## config.mk

```make
export PLATFORM = sky130hd
export DESIGN_NAME = fifo_rd_ctrl
export DESIGN_NICKNAME = d
export VERILOG_FILES = /design/src/rtl/fifo_pkg.sv /design/src/rtl/sync_2ff.sv /design/src/rtl/fifo_rd_ctrl.sv
export SDC_FILE = /design/constraint.sdc
export NUM_CORES = 1
export LEC_CHECK = 0
export CAP_MARGIN = 10
export CORE_MARGIN = 8
export CORE_UTILIZATION = 50
export CTS_BUF_LIST = sky130_fd_sc_hd__clkbuf_4 sky130_fd_sc_hd__clkbuf_8
export DETAILED_ROUTE_END_ITERATION = 8
export GPL_TIMING_DRIVEN = 0
export PLACE_DENSITY = 0.78
export SLEW_MARGIN = 20
export SYNTH_ARGS = -nofsm -noshare
export SYNTH_HDL_FRONTEND = slang
export SYNTH_HIERARCHICAL = 1
export SYNTH_SLANG_ARGS = --single-unit
```

## constraint.sdc

```tcl
create_clock -name rclk -period 6.6 [get_ports rclk]
set_input_delay 0.66 -clock rclk [delete_from_list [all_inputs] [get_ports rclk]]
set_output_delay 0.66 -clock rclk [all_outputs]
set_load 0.03 [all_outputs]
```

## src/rtl/fifo_pkg.sv

```systemverilog
// Shared defaults and pointer-code helpers for the async FIFO read/write controllers.
package fifo_pkg;

    localparam int unsigned ADDR_W = 8;
    localparam int unsigned DATA_W = 8;

    // Helpers work on a zero-extended 32-bit pointer so any ADDR_W+1 width fits.
    function automatic logic [31:0] bin2gray(input logic [31:0] b);
        return b ^ (b >> 1);
    endfunction

    function automatic logic [31:0] gray2bin(input logic [31:0] g);
        logic [31:0] b;
        b = '0;
        b[31] = g[31];
        for (int i = 30; i >= 0; i--) begin
            b[i] = b[i+1] ^ g[i];
        end
        return b;
    endfunction

endpackage

```

## src/rtl/sync_2ff.sv

```systemverilog
// Two-flop synchronizer for a Gray-coded pointer crossing into the local clock domain.
module sync_2ff #(
    parameter int unsigned WIDTH = 1
) (
    input  logic             rclk,
    input  logic             rrst,
    input  logic [WIDTH-1:0] d,
    output logic [WIDTH-1:0] q
);

    logic [WIDTH-1:0] q1_q;
    logic [WIDTH-1:0] q2_q;

    always_ff @(posedge rclk or posedge rrst) begin
        if (rrst) begin
            q1_q <= '0;
            q2_q <= '0;
        end else begin
            q1_q <= d;
            q2_q <= q1_q;
        end
    end

    assign q = q2_q;

endmodule

```

## src/rtl/fifo_rd_ctrl.sv

```systemverilog
// Async FIFO read controller: pointer/empty tracking plus a 2-entry FWFT output buffer
// that hides the one-cycle RAM read latency.
module fifo_rd_ctrl
    import fifo_pkg::*;
#(
    parameter int unsigned ADDR_W = fifo_pkg::ADDR_W,
    parameter int unsigned DATA_W = fifo_pkg::DATA_W
) (
    input  logic              rclk,
    input  logic              rrst,
    input  logic [ADDR_W:0]   wptr_gray,
    output logic [ADDR_W:0]   rptr_gray,
    output logic [ADDR_W-1:0] raddr,
    output logic              rclken,
    input  logic [DATA_W-1:0] rdata,
    output logic [DATA_W-1:0] dout,
    output logic              dout_valid,
    input  logic              dout_ready,
    output logic              rempty,
    output logic [ADDR_W:0]   rlevel
);

    localparam int unsigned PTR_W = ADDR_W + 1;

    logic [PTR_W-1:0]  wq2;
    logic [PTR_W-1:0]  rbin_q, rbin_d;
    logic [PTR_W-1:0]  rptr_gray_q, rgray_d;
    logic [PTR_W-1:0]  rlevel_q, wbin;
    logic              rempty_q;
    logic              inflight_q;
    logic [1:0]        occ_q, occ_d;
    logic [DATA_W-1:0] buf0_q, buf0_d;
    logic [DATA_W-1:0] buf1_q, buf1_d;
    logic              pop;
    logic [2:0]        fill;

    sync_2ff #(
        .WIDTH (PTR_W)
    ) u_wsync (
        .rclk (rclk),
        .rrst (rrst),
        .d    (wptr_gray),
        .q    (wq2)
    );

    assign dout_valid = (occ_q != 2'd0);
    assign pop        = dout_valid & dout_ready;

    // Slots committed after this edge: buffered + returning - leaving.
    assign fill    = 3'(occ_q) + 3'(inflight_q) - 3'(pop);
    assign rclken  = !rempty_q && (fill < 3'd2);
    assign rbin_d  = rbin_q + PTR_W'(rclken);
    assign rgray_d = PTR_W'(bin2gray(32'(rbin_d)));
    assign wbin    = PTR_W'(gray2bin(32'(wq2)));

    always_comb begin
        occ_d  = occ_q;
        buf0_d = buf0_q;
        buf1_d = buf1_q;
        unique case ({inflight_q, pop})
            2'b10: begin
                if (occ_q == 2'd0) buf0_d = rdata;
                else               buf1_d = rdata;
                occ_d = occ_q + 2'd1;
            end
            2'b01: begin
                buf0_d = buf1_q;
                occ_d  = occ_q - 2'd1;
            end
            2'b11: begin
                if (occ_q == 2'd1) begin
                    buf0_d = rdata;
                end else begin
                    buf0_d = buf1_q;
                    buf1_d = rdata;
                end
            end
            default: ;
        endcase
    end

    always_ff @(posedge rclk or posedge rrst) begin
        if (rrst) begin
            rbin_q      <= '0;
            rptr_gray_q <= '0;
            rempty_q    <= 1'b1;
            rlevel_q    <= '0;
            inflight_q  <= 1'b0;
            occ_q       <= 2'd0;
            buf0_q      <= '0;
            buf1_q      <= '0;
        end else begin
            rbin_q      <= rbin_d;
            rptr_gray_q <= rgray_d;
            rempty_q    <= (rgray_d == wq2);
            rlevel_q    <= wbin - rbin_d;
            inflight_q  <= rclken;
            occ_q       <= occ_d;
            buf0_q      <= buf0_d;
            buf1_q      <= buf1_d;
        end
    end

    // Issue throttling guarantees a returning word always has a free slot.
    a_no_overflow: assert property (@(posedge rclk) disable iff (rrst)
        !(inflight_q && (occ_q == 2'd2) && !pop));

    assign rptr_gray = rptr_gray_q;
    assign raddr     = rbin_q[ADDR_W-1:0];
    assign dout      = buf0_q;
    assign rempty    = rempty_q;
    assign rlevel    = rlevel_q;

endmodule

```

### After elaboration in Yosys (flattened, before gate mapping)

Cells that the tools add are included.

| cells by class | value |
|---|---|
| add/subtract/negate cells | 6 |
| $mul | 0 |
| divide/modulo/power cells | 0 |
| $lt $le $gt $ge | 1 |
| equality and inequality tests | 8 |
| shift operators | 0 |
| mux-type cells | 7 |
| bitwise logic cells | 10 |
| reductions and logical operators | 9 |

Operators by type and width:

| cell | number |
|---|---|
| $mux W8 | 4 |
| $pmux W8 S3 | 1 |
| $pmux W8 S2 | 1 |
| $add A9 B1 Y9 | 1 |
| $eq A9 B9 Y1 | 1 |
| $sub A9 B9 Y9 | 1 |
| $xor A9 B8 Y9 | 1 |
| $xor A1 B1 Y1 | 8 |
| $ne A2 B2 Y1 const B | 3 |
| $reduce_bool A2 Y1 | 3 |
| $eq A2 B1 Y1 const B | 2 |
| $eq A2 B2 Y1 const B | 2 |
| $pmux W2 S2 | 1 |
| $add A2 B1 Y3 | 1 |
| $lt A3 B2 Y1 const B | 1 |
| $reduce_and A3 Y1 | 1 |
| $reduce_bool A3 Y1 | 1 |
| $sub A3 B1 Y3 | 1 |
| $add A2 B1 Y2 const B | 1 |
| $logic_not A2 Y1 | 1 |
| $reduce_and A2 Y1 | 1 |
| $sub A2 B1 Y2 const B | 1 |
| $and A1 B1 Y1 | 1 |
| $logic_and A1 B1 Y1 | 1 |
| $logic_not A1 Y1 | 1 |

| storage, ports and cells | value |
|---|---|
| register bits | 65 |
| latch bits | 0 |
| memory bits (writable) | 0 |
| memory bits (read-only) | 0 |
| bits of input ports | 20 |
| output and inout bits | 37 |
| logic and storage cells | 51 |
| memories kept | 0 |

### Depth between registers and ports, before layout

| depth | value |
|---|---|
| depth in word-level cells | 9 |
| mapped depth | 21 |
| depth with buffers taken out | 21 |

### Hierarchy

The synthesis kept the hierarchy.

By module, submodules not included:

| module | times used | cells each | area an instance (um^2) | seq. area each (um^2) |
|---|---|---|---|---|
| fifo_rd_ctrl | 1 | 247 | 2683.8 | 1152.4 |
| sync_2ff | 1 | 19 | 454.2 | 450.4 |

### Least setup slack after synthesis

Ideal clock, no wire load.

| path | value |
|---|---|
| kind | flip-flop to flip-flop |
| start | register occ_q[1] |
| end | register rlevel_q[7], in the netlist rlevel[7] |
| setup time | 80 ps |
| arrival time | 5053 ps |
| data required time | 6520 ps |
| path slack | 1467 ps |
| cell stages (with the launch flop) | 21 |
| buffers on the path | 0 |
| period minus slack after synthesis | 5133 ps |
| cells stage by stage | dfrtp_1 > inv_1 > ha_1 > inv_1 > nand2_1 > nor2_1 > o21ai_0 > fa_1 > xor2_1 > nor3b_1 > ha_1 > ha_1 > inv_1 > ha_1 > and2b_1 > o21ba_2 > o21ai_0 > o211ai_1 > maj3_1 > a41oi_1 > xnor2_1 |

| on the way | value |
|---|---|
| longest elaborated chain between the ends | 7 |
| elaborated cells between the ends (all ways) | 8 |
| those cells by class | add/sub: 4; order compare: 1; bitwise: 1; reduce/logical: 2 |

RTL lines:

| what | line | RTL |
|---|---|---|
| start: declaration | fifo_rd_ctrl.sv:31 | `logic [1:0] occ_q, occ_d;` |
| start signal: assignment | fifo_rd_ctrl.sv:89 | `occ_q <= 2'd0;` |
| start signal: assignment | fifo_rd_ctrl.sv:98 | `occ_q <= occ_d;` |
| $reduce_bool A2 Y1 | fifo_rd_ctrl.sv:46 | `assign dout_valid = (occ_q != 2'd0);` |
| via dout_valid | fifo_rd_ctrl.sv:17 | `output logic dout_valid,` |
| $and A1 B1 Y1 | fifo_rd_ctrl.sv:47 | `assign pop = dout_valid & dout_ready;` |
| $sub A3 B1 Y3 | fifo_rd_ctrl.sv:50 | `assign fill = 3'(occ_q) + 3'(inflight_q) - 3'(pop);` |
| $lt A3 B2 Y1 | fifo_rd_ctrl.sv:51 | `assign rclken = !rempty_q && (fill < 3'd2);` |
| $logic_and A1 B1 Y1 | fifo_rd_ctrl.sv:51 |  |
| via rclken | fifo_rd_ctrl.sv:14 | `output logic rclken,` |
| $add A9 B1 Y9 | fifo_rd_ctrl.sv:52 | `assign rbin_d = rbin_q + PTR_W'(rclken);` |
| via rbin_d[1] | fifo_rd_ctrl.sv:26 | `logic [PTR_W-1:0] rbin_q, rbin_d;` |
| $sub A9 B9 Y9 | fifo_rd_ctrl.sv:96 | `rlevel_q <= wbin - rbin_d;` |
| end signal: assignment | fifo_rd_ctrl.sv:96 |  |
| end: declaration | fifo_rd_ctrl.sv:28 | `logic [PTR_W-1:0] rlevel_q, wbin;` |

The timed path passes the listed nets, and every way through them passes these cells.
A chain may end at the register's enable or synchronous reset.

### Final worst setup path

| path | value |
|---|---|
| start | input port dout_ready |
| end | register rlevel_q[7], in the netlist rlevel[7] |

| on the way | value |
|---|---|
| longest elaborated chain between the ends | 6 |

RTL lines:

| what | line | RTL |
|---|---|---|
| start: declaration | fifo_rd_ctrl.sv:18 | `input logic dout_ready,` |
| $and A1 B1 Y1 | fifo_rd_ctrl.sv:47 |  |
| $sub A3 B1 Y3 | fifo_rd_ctrl.sv:50 |  |
| $lt A3 B2 Y1 | fifo_rd_ctrl.sv:51 |  |
| $logic_and A1 B1 Y1 | fifo_rd_ctrl.sv:51 |  |
| $add A9 B1 Y9 | fifo_rd_ctrl.sv:52 |  |
| via rbin_d[1] | fifo_rd_ctrl.sv:26 |  |
| $sub A9 B9 Y9 | fifo_rd_ctrl.sv:96 |  |

The timed path passes the listed nets, and every way through them passes these cells.

==> impl_results.md <==
- Most frequent cell after synthesis: dfrtp_1
- Total CTS buffers: 9
- Detail Route met2 WL: 2869 um
- Post-synth EDFFs: 0
- Rel. slew slack: 0.5672
- CTS sink count: 64
- Commonest cells in the synthesized netlist: dfrtp_1, xnor2_1, inv_1, nand2_1
- Minimum clock period: 4.766 ns
- Worst Path Required: 6.85 ns
- Area delta synth->final: 27.31%
- DP HPWL: approximately 4600 um
- Met1 wire length: 2464 um
- Initial antenna violation count: 0
- Syn Inst Count: about 270
- Post-synthesis net count: 300
- CTS tree: yes
- Leakage: 0.001766 uW
- Hold Fails Final Rpt: 0
- Detailed-route via count: 2092
- Asr flop ratio synth: 1.000
- Crit share post-route: 0.7221
- Largest net degree at the start of global routing: 32
- Root buf cell: clkbuf_8
- Drt first-iter violations: 122
- Initial Utilization: 0.5057
- Setup_tns: 0 ns
- Slowest cell on crit path: clkdlybuf4s50_1
- Port bufs: 56
- Worst setup SP type: input pin
- Syn Area/Cell: 11.80 um^2
- Slew at the pin with the worst max-slew slack: roughly 0.65 ns
- Cell Pwr Density: 547.5 nW/um^2
- Top-area cell type share of the netlist area: 0.5024
- Synth top area cells: dfrtp_1, xnor2_1, ha_1, xor2_1, mux2_2
- Worst clock skew: 0.003875 ns
- Top Layer Used: met4
- H-tree depth: 3
- Crit end category: register
- Mapped Area: 3138 um^2
- Remaining antenna violation count: 0
- Number of register bits inferred by synthesis: 64
- # IOs: 57
- Final design utilization: 0.6439
- Peak supply drop: 0.3169 mV
- Global-route wire length before repair: 10450 um
- Unique masters post-synth: 48
- 1st-pass router iterations: 4
- DR WL met3: around 440 um
- Max Freq: 209.8 MHz
- Worst path cell trace: clkdlybuf4s50_1, nand2_1, nor2_1, o21ai_0, fa_1, xor2_1, nor3b_1, ha_1, ha_1, inv_1, ha_1, and2b_1, o21ba_2, o21ai_0, o211ai_1, maj3_1, a41oi_1, xnor2_1
- Crit path buffers/inverters: 2
- Critical Path AT: 5.02 ns
- RSZ-0062 raised after global routing: no
- Overflow left after global routing: 0
- Crit Path Max Fanout: 6
- Die X-Extent: 95.22 um
- Max incr delay on CP: 0.48 ns
- Postcts setup bufs: 0
- ANT cells: 0
- Max-cap check violation count: 0
- Overall Global Routing Usage: 0.1472
- Via/cell ratio: 5.053
- WS Path Type: in2reg
- Clock latency on the worst-skew pair: 0.33 ns
- Die H: 95.22 um
- Layout Nets: approximately 370
- Largest delay share family, worst path: adder cells
- Placer Congestion: slightly below 0.8
- Most frequent CP cell: ha_1
- Ys flop type: dfrtp_1
- DRC viols: 0
- Cell taking the most area after synthesis: dfrtp_1
- Layout cells sized above 1: 0.1187
- Core Area: 6205 um^2
- Vias in the first global route: between 2000 and 2500
- Sequential share of the synthesized area: 0.5108
- Wire length per cell: 14.14 um
- Setup violations, final: 0
- Drt total wl: 5854 um
- Yosys warning total: 6
- PostCTS Resize Cnt: 0
- Deepest clock path buffer count: 2
- Full die area: about 9100 um^2
- Status: finished, final reports clean
- Fin. max-slew vios: 0
- # hold bufs at CTS: 0
- Worst Hold Class: reg2reg
- Clock-pin slew on the worst setup and hold paths: 0.06 ns
- Rows: 29
-- metal layers --
layer | vias up | global-route usage
met4 | 0 | 0.05462
met2 | 51 | 0.2480
li1 | 1035 | -
met3 | 10 | 0.04961
met5 | - | 0
met1 | 996 | 0.1700
-- power breakdown --
group	internal (uW)	switching, uW	total [uW]
Clock	172	129	300
Sequential	534	70.7	605
Combinational	571	711	1280
-- cell type report --
cell class                      instances  area, um^2
Buffer                                  7       37.54
Sequential cell                        64        1603
Fill cell                             493        2210
Inverter                               19       71.32
Multi-Input combinational cell        176        1426
Timing Repair Buffer                   57       580.6
Tap cell                               77       96.34
Clock buffer                           14       180.2
-- worst paths after layout --
check | cells past startpoint | slack [ns] | end | startpoint
hold / removal | 0 | 0.35 | u_wsync/q[6] | u_wsync/q1_q[6]
setup / recovery | 18 | 1.83 | rlevel[7] | dout_ready
max in group asynchronous | 3 | 5.40 | rempty | rrst
hold reg to reg | 0 | 0.35 | u_wsync/q[6] | u_wsync/q1_q[6]
min in group asynchronous | 2 | 0.65 | rlevel[3] | rrst
setup reg to reg | 20 | 1.85 | rlevel[7] | occ_q[1]
-- flip-flops by register name, summed over array words and instances (netlist names) --
register / cells
rptr_gray: 8
rlevel: 9
u_wsync/q1_q: 9
inflight_q: 1
buf1_q: 8
rempty: 1
u_wsync/q: 9
rbin_q: 9
dout: 8
occ_q: 2
-- cell usage in the layout, fill, tap and decap left out, types with 2 or more instances in the layout --
cell / netlist / final
dfrtp_1: 63 / 63
and2_1: 3 / 3
mux2i_1: 2 / 2
xor2_1: 15 / 15
inv_1: 19 / 18
o21ai_0: 15 / 15
mux2_2: 10 / 10
nand3_1: 7 / 7
o22ai_1: 3 / 3
a21oi_1: 7 / 7
nand2_1: 18 / 18
xnor2_2: 2 / 2
clkbuf_8: 0 / 12
a22oi_1: 9 / 9
and3_1: 5 / 5
xnor2_1: 29 / 29
nor3_1: 2 / 2
clkbuf_1: 2 / 2
clkbuf_4: 0 / 2
buf_2: 3 / 3
xor2_4: 2 / 2
nor2_1: 10 / 10
clkdlybuf4s50_1: 0 / 56
fa_1: 2 / 2
ha_1: 12 / 12
-- worst reg2reg max path, cell delays in order (launching register included) --
cell and delay (ns):
dfrtp_1 0.43, inv_1 0.08, ha_1 0.21, inv_1 0.08
nand2_1 0.09, nor2_1 0.18, o21ai_0 0.15, fa_1 0.40
xor2_1 0.17, nor3b_1 0.32, ha_1 0.33, ha_1 0.34
inv_1 0.14, ha_1 0.24, and2b_1 0.17, o21ba_2 0.20
o21ai_0 0.16, o211ai_1 0.17, maj3_1 0.40, a41oi_1 0.27
xnor2_1 0.15
-- per-stage QoR --
step           total power [uW]  instance area [um^2]  hold WS [ns]  instances  setup WS, ns
2_1_floorplan              1530                  3138        0.3312        266         1.467
6_report                   2187                  3995        0.3471        414         1.834
4_1_cts                    2218                  3995        0.3485        414         1.797
3_5_place_dp               1903                  3815        0.3347        400         1.476
3_3_place_gp               1869                  3795        0.3314        399         1.645
5_1_grt                    2382                  3995        0.3589        414         1.414
-- cells by family after synthesis --
| kind of cell | Yosys count | synth area share |
|---|---|---|
| adders and majority gates | 15 | 0.06380 |
| xor gates and xnor gates | 51 | 0.1758 |
| AOI/OAI and AO/OA | 45 | 0.09052 |
| muxes | 12 | 0.04227 |
| and+or+nand+nor | 53 | 0.08214 |
| buffers and inverters | 26 | 0.03469 |
| DFF | 64 | 0.5108 |
(Power assumes the default switching activity.)
